## src/rtl/cla_5bit.sv

```systemverilog
// rtl/cla_5bit.sv - 5-bit carry-lookahead adder with registered result copies
// Optional parity outputs Par/Par_r are built when CLA_5BIT_PARITY_EN is defined.
module cla_5bit (
  input  logic       clk,
  input  logic       rst,
  input  logic [4:0] A,
  input  logic [4:0] B,
  input  logic       C_in,
  output logic [4:0] Sum,
  output logic       C_out,
  output logic       P_grp,
  output logic       G_grp,
  output logic       Ovf,
`ifdef CLA_5BIT_PARITY_EN
  output logic       Par,
  output logic       Par_r,
`endif
  output logic [4:0] Sum_r,
  output logic       C_out_r,
  output logic       Ovf_r
);

  logic [4:0] g;
  logic [4:0] p;
  logic [5:0] c;

  assign g = A & B;
  assign p = A ^ B;

  // Every carry is a flat sum of products of g, p and C_in; none feeds another.
  assign c[0] = C_in;
  assign c[1] = g[0]
              | (p[0] & C_in);
  assign c[2] = g[1]
              | (p[1] & g[0])
              | (p[1] & p[0] & C_in);
  assign c[3] = g[2]
              | (p[2] & g[1])
              | (p[2] & p[1] & g[0])
              | (p[2] & p[1] & p[0] & C_in);
  assign c[4] = g[3]
              | (p[3] & g[2])
              | (p[3] & p[2] & g[1])
              | (p[3] & p[2] & p[1] & g[0])
              | (p[3] & p[2] & p[1] & p[0] & C_in);
  assign c[5] = g[4]
              | (p[4] & g[3])
              | (p[4] & p[3] & g[2])
              | (p[4] & p[3] & p[2] & g[1])
              | (p[4] & p[3] & p[2] & p[1] & g[0])
              | (p[4] & p[3] & p[2] & p[1] & p[0] & C_in);

  // Group terms let a wider adder cascade this block as one lookahead digit.
  assign G_grp = g[4]
               | (p[4] & g[3])
               | (p[4] & p[3] & g[2])
               | (p[4] & p[3] & p[2] & g[1])
               | (p[4] & p[3] & p[2] & p[1] & g[0]);
  assign P_grp = &p;

  assign Sum   = p ^ c[4:0];
  assign C_out = c[5];
  assign Ovf   = c[4] ^ c[5];

`ifdef CLA_5BIT_PARITY_EN
  assign Par = ^Sum;

  always_ff @(posedge clk) begin
    if (rst) Par_r <= 1'b0;
    else     Par_r <= Par;
  end
`endif

  always_ff @(posedge clk) begin
    if (rst) begin
      Sum_r   <= 5'd0;
      C_out_r <= 1'b0;
      Ovf_r   <= 1'b0;
    end else begin
      Sum_r   <= Sum;
      C_out_r <= C_out;
      Ovf_r   <= Ovf;
    end
  end

endmodule

```

## config.mk

```make
export PLATFORM = sky130hd
export DESIGN_NAME = cla_5bit
export DESIGN_NICKNAME = d
export VERILOG_FILES = /design/src/rtl/cla_5bit.sv
export SDC_FILE = /design/constraint.sdc
export NUM_CORES = 1
export LEC_CHECK = 0
export ABC_AREA = 1
export BUFFER_PORTS_ARGS = -buffer_cell sky130_fd_sc_hd__buf_4
export CORE_AREA = 2 2 39 41
export DETAILED_ROUTE_END_ITERATION = 8
export DIE_AREA = 0 0 41 43
export PLACE_DENSITY = 0.73
export SLEW_MARGIN = 15
export SYNTH_ARGS = -nofsm -noshare
export SYNTH_HDL_FRONTEND = slang
export SYNTH_SLANG_ARGS = --single-unit
export TNS_END_PERCENT = 10
```

## constraint.sdc

```tcl
create_clock -name clk -period 2.6 [get_ports clk]
set_clock_uncertainty 0.2 [all_clocks]
set_input_delay 0.13 -clock clk [delete_from_list [all_inputs] [get_ports clk]]
set_output_delay 0.13 -clock clk [all_outputs]
set_load 0.1 [all_outputs]
```

==> run_results.csv <==
group,metric,value,unit
outcome,outcome,"finished clean",
timing,final-max-slew-violation-count,0,
die,fp.dieH,43,µm
synthesis,synth_top_cells_by_count,"nand2_1 (20), inv_1 (14), nor2_1 (9), dfxtp_1 (7), nand2_2 (6)",
route,wl_per_cell,8.97,µm
global_routing,grt_pass1_wl,2.03,mm
layout,area_growth,50.0,%
timing,finalSetupTns,0,ps
route,wl_met2,609,µm
cts,cts_tree,"done",
power_and_ir_drop,leakage,0.464,nW
route,wl_met3,77,µm
global_routing,grt_pass1_vias,518,
cts,clkSlewWorstSetupHoldPaths,50,ps
synthesis,synth_enable_flop_cells,0,
cts,cts_root_buf,"clkbuf_4",
placed_design,pre_cts_ws,790,ps
placed_design,port_buffers,28,
job,maxCapViolCount,0,
critical_path,worstSetupPathType,"primary input to output pin",
critical_path,cp_slowest_stage_delay,360,ps
placed_design,gp_congestion,0.815,
critical_path,cp-end-kind,"output pin",
route,wl_met1,434,µm
critical_path,crit_cells,10,
synthesis,synth_area,533,µm²
die,io_pins,29,
synthesis,ys_seq_area_share,26.3,%
layout,register_area,140,µm²
route,num_vias,562,
timing,fin_ws,789,ps
cts,cts_htree_levels,1,
placed_design,hpwl,1.02,mm
cts,cts.sinks,7,
global_routing,grt_usage,16.2,%
route,vias_per_cell,4.43,
global_routing,grt_start_max_net_pins,8,
synthesis,yosys.area.top_type_share,26.3,%
global_routing,grt_overflow,0,
synthesis,synth_area_leaders,"dfxtp_1 (26%), nand2_1 (14%), ha_1 (12%)",
critical_path,crit_top_cell,"nand2_1",
synthesis,synth_cell_type_count,17,
cts,postCtsHoldBufs,1,
synthesis,synthesis.nets,97,
die,die_w,41,µm
critical_path,path_cells,"buf_4 > ha_1 > nand2_1 > nand3_2 > nand2_1 > nand2_1 > nand2_1 > nand2_2 > inv_1 > buf_4",
layout,nets,131,
hold_path,hp-start,"B[0]",
power_and_ir_drop,power.density,790,nW/µm²
layout,utilization,57.8,%
synthesis,synth_cells,78,
die,core.rowCount,14,
timing,setup_viol,0,
critical_path,worstSetupEndpoint,"Ovf",
cts,numCtsBuffers,3,
die,start_util,38.5,%
synthesis,synth.avg_cell_area,6.83,µm²
cts,post_cts_buffers,0,
synthesis,yosys_warnings,0,
synthesis,yosysMostFrequentCell,"nand2_1",
timing,fmax,0.552,GHz
die,core-area,1380,µm²
route,wl,1.14,mm
critical_path,critPathBufInv,3,
route,drt-pass1-iter-count,4,
synthesis,synth_top_area_cell,"dfxtp_1",
layout,n_antenna_cell,0,
timing,worstMarginPinSlew,285,ps
synthesis,postSynth.asyncResetShare,0,%
cts,clockBufferDepth,2,
route,drc_errors,0,
critical_path,slowest_stage,"ha_1",
layout,drive_above_1_share,38.7,%
die,dieArea,1760,µm²
layout,fillers,127,
critical_path,cp_top_family,"simple AND/OR/NAND/NOR gates",
global_routing,antenna_found_initial,0,
route,drt_iter0_drc,11,
timing,rsz0062_at_grt,"no",
synthesis,synth-seq-cells,7,
placed_design,placed_area,763,µm²
power_and_ir_drop,peakVddDrop,0.000272,V
critical_path,start_kind,"primary input",
critical_path,worstPathRequired,2270,ps
layout,multi_input_area,340,µm²
hold_path,hold_class,"primary input to flop",
timing,hold_viol,0,
layout,design_area,800,µm²
synthesis,synth_ff_type,"dfxtp_1",
timing,slew_headroom,81.1,%
cts,post_cts_resized,0,
route,ant_nets,0,
timing,layout_min_cycle_time,1810,ps
timing,timing.final.crit_share,69.7,%
route,top_layer,"met4",
critical_path,crit_fanout,6,
critical_path,crit_start,"A[1]",
critical_path,arrival,1480,ps
metrics by stage:
| step | power, mW | std cells | hold WS [ps] |
|---|---|---|---|
| 2_1_floorplan | 0.455 | 78 | -3.31 |
| 3_3_place_gp | 0.536 | 122 | 151 |
| 3_5_place_dp | 0.540 | 122 | 151 |
| 4_1_cts | 0.638 | 127 | 135 |
| 5_1_grt | 0.671 | 127 | 158 |
| 6_report | 0.632 | 127 | 134 |
how the worst min path moves through the flow:
stage / endpoint / cells past startpoint
after floorplan: Sum_r[0]$_SDFF_PP0_ / 1
after global placement: Ovf_r$_SDFF_PP0_ / 2
after detailed placement: Ovf_r$_SDFF_PP0_ / 2
after CTS: Sum_r[0]$_SDFF_PP0_ / 4
after global routing: Sum_r[0]$_SDFF_PP0_ / 4
final: Sum_r[0]$_SDFF_PP0_ / 4
flip-flops by register name, indices dropped and copies added (netlist names):
signal,cells
C_out_r,1
Ovf_r,1
Sum_r,5
cell usage in the layout, fill, tap and decap left out, drive strengths merged:
cell type / netlist / final
fa: 1 / 1
nand2: 26 / 26
xnor2: 1 / 1
or2: 2 / 2
buf: 0 / 28
clkbuf: 0 / 4
nor2: 12 / 12
nand3: 6 / 6
ha: 5 / 5
inv: 14 / 14
dlygate4sd3: 0 / 1
dfxtp: 7 / 7
nor3: 2 / 2
a21oi: 2 / 2
final cells by class:
cell class	instances	share of cell area [%]
Timing Repair Buffer	29	27.5
Clock buffer	4	3.29
Tap cell	16	2.50
Sequential cell	7	17.5
Multi-Input combinational cell	57	42.6
Inverter	14	6.57
where the power goes:
part	switching (mW)	total [mW]	leakage [nW]	internal, mW
combinational	0.326	0.414	0.391	0.0883
sequential	0.00296	0.123	0.0583	0.120
clock	0.0363	0.0946	0.0150	0.0583
layer usage:
metal / track usage (%) / up-vias
li1: - / 305
met1: 20.0 / 237
met2: 26.3 / 18
met3: 1.57 / 2
met4: 8.00 / 0
met5: 0 / -
worst min-delay path, stage by stage:
cell    delay [ps]
buf_4          110
inv_1           60
fa_1           180
nor2_1          50
logic make-up (layout without fill, tap and decap cells):
kind of cell    after synthesis  in the layout  synth area share [%]
flops                         7              7                  26.3
buf+inv                      14             47                  9.86
xor+xnor                      1              1                  1.64
fa+ha+maj                     6              6                  15.5
compound gates                2              2                  1.88
simple gates                 48             48                  44.8
Note: power is estimated with default switching activity, not from simulation.
